===== config.mk =====
export PLATFORM = sky130hd
export DESIGN_NAME = a2c_cmd_sequencer_flat
export DESIGN_NICKNAME = d
export VERILOG_FILES = /design/src/rtl/a2c_cmd_sequencer_if.sv /design/src/rtl/a2c_cmd_sequencer.sv /design/src/flat_wrapper.sv
export SDC_FILE = /design/constraint.sdc
export NUM_CORES = 1
export LEC_CHECK = 0
export ABC_CLOCK_PERIOD_IN_PS = 1800
export CORE_ASPECT_RATIO = 1.1
export CORE_UTILIZATION = 44
export DETAILED_ROUTE_END_ITERATION = 8
export PLACE_DENSITY = 0.77
export SYNTH_ARGS = -nofsm -noshare
export SYNTH_HDL_FRONTEND = slang
export SYNTH_SLANG_ARGS = --single-unit

===== constraint.sdc =====
create_clock -name clk50 -period 1.8 [get_ports clk50]
set_input_delay 0.27 -clock clk50 [delete_from_list [all_inputs] [get_ports clk50]]
set_output_delay 0.27 -clock clk50 [all_outputs]
set_load 0.02 [all_outputs]

===== src/rtl/a2c_cmd_sequencer_if.sv =====
// Receiver command handshake plus framebuffer write port, as seen by the sequencer (master) and its environment (slave).
interface a2c_cmd_sequencer_if #(
  parameter int ADDR_W  = 12,
  parameter int COLOR_W = 24
);
  localparam int CMD_W = 4 + ADDR_W + COLOR_W;

  logic               cmd_valid;
  logic [CMD_W-1:0]   cmd_data;
  logic               cmd_done;
  logic               fb_we;
  logic [ADDR_W:0]    fb_addr;
  logic [COLOR_W-1:0] fb_wdata;
  logic               fb_ready;

  modport master (
    input  cmd_valid, cmd_data, fb_ready,
    output cmd_done, fb_we, fb_addr, fb_wdata
  );

  modport slave (
    output cmd_valid, cmd_data, fb_ready,
    input  cmd_done, fb_we, fb_addr, fb_wdata
  );
endinterface


===== src/rtl/a2c_cmd_sequencer.sv =====
// Decodes A2C command words into back-bank pixel writes, bank fills, vsync bank swaps and brightness updates.
// First write 2 cycles after cmd_valid; fb_ready low stalls with fb_* held; cmd_done one cycle after the last write.
module a2c_cmd_sequencer #(
  parameter int ADDR_W  = 12,
  parameter int COLOR_W = 24
) (
  input  logic                       clk50,
  input  logic                       rst_n,
  a2c_cmd_sequencer_if.master        bus,
  input  logic                       frame_start,
  output logic                       front_bank,
  output logic [7:0]                 brightness,
  output logic [15:0]                cmd_count,
  output logic [7:0]                 err_count,
  output logic                       busy
);
  localparam int CMD_W = 4 + ADDR_W + COLOR_W;
  localparam logic [3:0] OP_WRITE  = 4'h1;
  localparam logic [3:0] OP_FILL   = 4'h2;
  localparam logic [3:0] OP_SWAP   = 4'h3;
  localparam logic [3:0] OP_BRIGHT = 4'h4;
  localparam logic [ADDR_W:0] FILL_LAST = {1'b0, {ADDR_W{1'b1}}};
  localparam logic [ADDR_W:0] FILL_ONE  = {{ADDR_W{1'b0}}, 1'b1};

  typedef enum logic [2:0] {
    S_IDLE, S_DECODE, S_WRITE, S_FILL, S_SWAP_WAIT, S_ACK, S_WAIT_LOW
  } state_t;

  state_t             state, state_nxt;
  logic [CMD_W-1:0]   cmd_q;
  logic               back_bank;
  logic [ADDR_W:0]    fill_cnt;
  logic [3:0]         opcode;
  logic [ADDR_W-1:0]  pix_addr;
  logic [COLOR_W-1:0] color;
  logic               op_legal;
  logic               we;
  logic               wr_acc;

  assign opcode   = cmd_q[CMD_W-1 -: 4];
  assign pix_addr = cmd_q[COLOR_W +: ADDR_W];
  assign color    = cmd_q[COLOR_W-1:0];
  assign op_legal = (opcode >= OP_WRITE) && (opcode <= OP_BRIGHT);
  assign wr_acc   = we && bus.fb_ready;

  assign bus.fb_we    = we;
  assign bus.fb_addr  = we ? {back_bank, (state == S_FILL) ? fill_cnt[ADDR_W-1:0] : pix_addr} : '0;
  assign bus.fb_wdata = we ? color : '0;

  always_ff @(posedge clk50 or negedge rst_n) begin
    if (!rst_n) state <= S_IDLE;
    else        state <= state_nxt;
  end

  always_comb begin
    state_nxt    = state;
    we           = 1'b0;
    bus.cmd_done = 1'b0;
    busy         = (state != S_IDLE);
    case (state)
      S_IDLE:   if (bus.cmd_valid) state_nxt = S_DECODE;
      S_DECODE: begin
        case (opcode)
          OP_WRITE: state_nxt = S_WRITE;
          OP_FILL:  state_nxt = S_FILL;
          OP_SWAP:  state_nxt = S_SWAP_WAIT;
          default:  state_nxt = S_ACK;
        endcase
      end
      S_WRITE: begin
        we = 1'b1;
        if (bus.fb_ready) state_nxt = S_ACK;
      end
      S_FILL: begin
        we = 1'b1;
        if (bus.fb_ready && (fill_cnt == FILL_LAST)) state_nxt = S_ACK;
      end
      S_SWAP_WAIT: if (frame_start) state_nxt = S_ACK;
      S_ACK: begin
        bus.cmd_done = 1'b1;
        state_nxt    = S_WAIT_LOW;
      end
      // Holding here until valid drops keeps a slow receiver from replaying the same word.
      S_WAIT_LOW: if (!bus.cmd_valid) state_nxt = S_IDLE;
      default:    state_nxt = S_IDLE;
    endcase
  end

  always_ff @(posedge clk50 or negedge rst_n) begin
    if (!rst_n) begin
      cmd_q      <= '0;
      back_bank  <= 1'b0;
      fill_cnt   <= '0;
      front_bank <= 1'b0;
      brightness <= 8'hFF;
      cmd_count  <= '0;
      err_count  <= '0;
    end else begin
      case (state)
        S_IDLE: if (bus.cmd_valid) cmd_q <= bus.cmd_data;
        S_DECODE: begin
          cmd_count <= cmd_count + 16'd1;
          back_bank <= ~front_bank;
          fill_cnt  <= '0;
          if (opcode == OP_BRIGHT) brightness <= color[7:0];
          if (!op_legal && (err_count != 8'hFF)) err_count <= err_count + 8'd1;
        end
        S_FILL:      if (wr_acc) fill_cnt <= fill_cnt + FILL_ONE;
        S_SWAP_WAIT: if (frame_start) front_bank <= ~front_bank;
        default: ;
      endcase
    end
  end
endmodule


===== src/flat_wrapper.sv =====
// flat-port wrapper written by rule: the top's interface ports become plain ports
module a2c_cmd_sequencer_flat 
#(
  parameter int ADDR_W  = 12,
  parameter int COLOR_W = 24
)
  (clk50, rst_n, frame_start, front_bank, brightness, cmd_count, err_count, busy, bus_cmd_valid, bus_cmd_data, bus_fb_ready, bus_cmd_done, bus_fb_we, bus_fb_addr, bus_fb_wdata);
  a2c_cmd_sequencer_if #(.ADDR_W(ADDR_W), .COLOR_W(COLOR_W)) bus_i ();
  input  logic clk50;
  input  logic rst_n;
  input  logic frame_start;
  output logic front_bank;
  output logic [7:0] brightness;
  output logic [15:0] cmd_count;
  output logic [7:0] err_count;
  output logic busy;
  input wire logic [$bits(bus_i.cmd_valid)-1:0] bus_cmd_valid;
  input wire logic [$bits(bus_i.cmd_data)-1:0] bus_cmd_data;
  input wire logic [$bits(bus_i.fb_ready)-1:0] bus_fb_ready;
  output wire logic [$bits(bus_i.cmd_done)-1:0] bus_cmd_done;
  output wire logic [$bits(bus_i.fb_we)-1:0] bus_fb_we;
  output wire logic [$bits(bus_i.fb_addr)-1:0] bus_fb_addr;
  output wire logic [$bits(bus_i.fb_wdata)-1:0] bus_fb_wdata;
  assign bus_i.cmd_valid = bus_cmd_valid;
  assign bus_i.cmd_data = bus_cmd_data;
  assign bus_i.fb_ready = bus_fb_ready;
  assign bus_cmd_done = bus_i.cmd_done;
  assign bus_fb_we = bus_i.fb_we;
  assign bus_fb_addr = bus_i.fb_addr;
  assign bus_fb_wdata = bus_i.fb_wdata;
  a2c_cmd_sequencer #(.ADDR_W(ADDR_W), .COLOR_W(COLOR_W)) u_core (.clk50(clk50), .rst_n(rst_n), .bus(bus_i), .frame_start(frame_start), .front_bank(front_bank), .brightness(brightness), .cmd_count(cmd_count), .err_count(err_count), .busy(busy));
endmodule

==> metrics.md <==
| Metric | Value |
|---|---|
| Final core occ | `0.666` |
| Fin. max-slew vios | `0` |
| Initial Util | `0.457` |
| Die Height | `106 um` |
| Mapped Nets | `421` |
| Syn-to-layout area delta | `45.7%` |
| Final critical-path required period | `1.83 ns` |
| Residual DRC | `0` |
| Worst Path Arrival | `2.07 ns` |
| Most common cell after layout, fill and taps aside | `dfrtp_1` |
| Routed WL | `10,600 um` |
| H-tree depth | `3` |
| Die X | `96.2 um` |
| Drt via density | `5.21` |
| Count of cell types in the netlist | `51` |
| Worst slew pin tran | `0.581 ns` |
| Yosys warning count | `0` |
| Clk slew on worst S/H paths | `0.09 ns` |
| VDD IR max | `0.804 mV` |
| Startpoint Class | `flop` |
| # nets final | `591` |
| Site Rows | `37` |
| First-pass GRT wire length | `16,300 um` |
| Pre-antenna DRT Iters | `4` |
| Number of global-route vias before repair | `3,466` |
| Synth Register Bits | `90` |
| Max-cap violations | `0` |
| Largest net degree at the start of global routing | `39` |
| Critical path type | `reg2reg` |
| Cts bufs inserted | `9` |
| Detailed Place HPWL | `7270 um` |
| # IOs | `118` |
| Pwr Density | `1490 nW/um^2` |
| Mapped Area | `4300 sq um` |
| Initial DRC Count | `194` |
| Status | `finished with violations` |
| Failing checks | `setup timing` |
| Syn Inst Count | `373` |
| Diode count | `0` |
| RSZ-0062 raised after global routing | `yes` |
| Post-synth ARST share | `1.00` |
| CTS tree | `done` |
| ANT nets after route | `0` |
| Core box area | `9400 sq um` |
| Vias | `3,462` |
| Worst Skew | `0.0110 ns` |
| Drt wl/cell | `16.0 um` |
| Commonest non-fill, non-tap cells in the layout | `77 x dfrtp_1, 71 x clkdlybuf4s50_1, 51 x buf_4` |
| Seq/Total Area, Yosys | `0.527` |
| Hold WC Path Type | `in2async` |
| Worst skew pair latency | `0.36 ns` |
| Slew Limit Headroom | `0.611` |
| Initial antenna violation count | `0` |
| Clock root cell | `clkbuf_8` |
| Max Clock Freq | `548 MHz` |
| Critical path endpoint category | `flop` |
| Total Power | `0.00929 W` |
| Avg Synthesized Cell Area | `11.5 sq um` |
| Synth top area share | `0.478` |
| Critical path data required time | `2.05 ns` |
| Synth top area cells | `dfrtp_1 48%, mux2_2 14%, dfstp_2 4.9%` |
| Clock buffer depth | `2` |
| GRT overflow | `0` |
| Critical path peak fanout | `7` |
| Layout cells sized above 1 | `0.374` |
| Worst reg2reg path depth | `5` |
| GRT Resource Usage Total | `0.209` |
| Clock sink count | `90` |
| Lkg Pwr | `2.89 nW` |
| Setup-failing EPs final | `28` |
| Die ar. | `10,200 sq um` |
| Final WS setup | `-0.0254 ns` |
| Port bufs | `117` |
| Endpoints failing hold | `0` |
| GP Congestion | `0.886` |
| Final Cycle Share | `1.01` |
| Post-synth EDFFs | `0` |
| Most used DFF post-synth | `dfrtp_1` |
| Yosys top cell by area | `dfrtp_1` |
[state kept, by name, indices dropped and copies added (netlist names)]
name / count
u_core.err_count: 8
u_core.cmd_q: 40
u_core.back_bank: 1
u_core.state: 3
u_core.front_bank: 1
u_core.brightness: 8
u_core.cmd_count: 16
u_core.fill_cnt: 13
[worst max-delay path: stages (launching register included)]
cell	delay [ns]
dfrtp_2	0.46
buf_4	0.15
buf_4	0.15
a2111oi_1	0.51
o21bai_1	0.16
nor3b_1	0.29
[metrics by stage]
step | instance area [sq um] | TNS [ns] | std cells | hold slack, ns | setup slack (ns)
global placement | 5930 | -2.11 | 637 | 0.264 | -0.151
floorplan | 4310 | -1.76 | 373 | -0.0256 | -0.0427
CTS | 6020 | -0.114 | 655 | 0.419 | -0.0283
detailed placement | 5930 | -3.41 | 637 | 0.269 | -0.233
finish | 6260 | -0.389 | 665 | 0.415 | -0.0254
global route | 6260 | -3.61 | 665 | 0.459 | -0.0908
[report_power, final]
group | total (W) | internal (W) | switching, W
logic | 0.00452 | 0.00236 | 0.00215
registers | 0.00330 | 0.00281 | 0.000497
clock network | 0.00147 | 0.000784 | 0.000686
[synthesized netlist by cell type (all sizes together) (2+ instances only)]
cell,count
a21oi,4
and3,2
nand2b,3
or3b,2
nor3b,3
xor2,11
or3,2
nor4b,2
mux2,52
nor2,31
inv,10
and2,26
a21o,2
nor2b,2
ha,3
a31oi,2
nand4,7
nand2,27
or2,3
nor3,5
or4,2
xnor2,14
dfstp,8
clkbuf,7
o21a,2
o21ai,4
mux2i,13
nand3,11
dfrtp,82
a22o,3
nor4,6
buf,8
[layer usage]
| layer | vias up | global-route usage | share of wire |
|---|---|---|---|
| met4 | 0 | 0.0789 | 0.016 |
| li1 | 1635 | - | - |
| met5 | - | 0 | 0 |
| met1 | 1705 | 0.263 | 0.41 |
| met2 | 108 | 0.326 | 0.49 |
| met3 | 14 | 0.0758 | 0.077 |
[cell families (layout without fill, tap and decap cells)]
family	Yosys count	count (layout)	synth area share
and+or+nand+nor	139	139	0.176
muxes	65	65	0.167
adders and majority gates	3	3	0.00874
DFF	90	90	0.527
xor gates and xnor gates	25	25	0.0510
AOI/OAI and AO/OA	26	26	0.0449
buffers and inverters	25	200	0.0262
[repair_timing]
| action | in CTS | in global routing |
|---|---|---|
| hold buffers | 1 | 0 |
| endpoints found under the hold margin | 31 | 0 |
| buffers inserted | 0 | 8 |
| gates cloned | 1 | 2 |
| pin swaps | 1 | 7 |
| endpoints found under the setup margin | 90 | 94 |
| gates resized for setup | 169 | 46 |
[path summary, 6_finish.rpt]
kind	slack [ns]	start	endpoint
max	-0.03	u_core.state[0]$_DFFE_PN0P_	u_core.state[2]$_DFFE_PN0P_
min	0.41	rst_n	u_core.cmd_q[0]$_DFFE_PN0P_
max reg2reg	-0.03	u_core.state[0]$_DFFE_PN0P_	u_core.state[2]$_DFFE_PN0P_
min reg2reg	0.48	u_core.cmd_count[15]$_DFFE_PN0P_	u_core.cmd_count[15]$_DFFE_PN0P_
max in group asynchronous	0.69	rst_n	u_core.state[1]$_DFFE_PN0P_
min in group clk50	0.48	u_core.cmd_count[15]$_DFFE_PN0P_	u_core.cmd_count[15]$_DFFE_PN0P_
[area by class of cell]
cell class,count,area (sq um)
fill,729,3140
sequential,90,2270
multi-input combinational,258,2060
timing repair buffer,174,1530
tap,117,146
clock buffer,13,139
clock inverter,3,65.1
inverter,10,42.5
No activity file was read; power rests on OpenSTA's default activity.
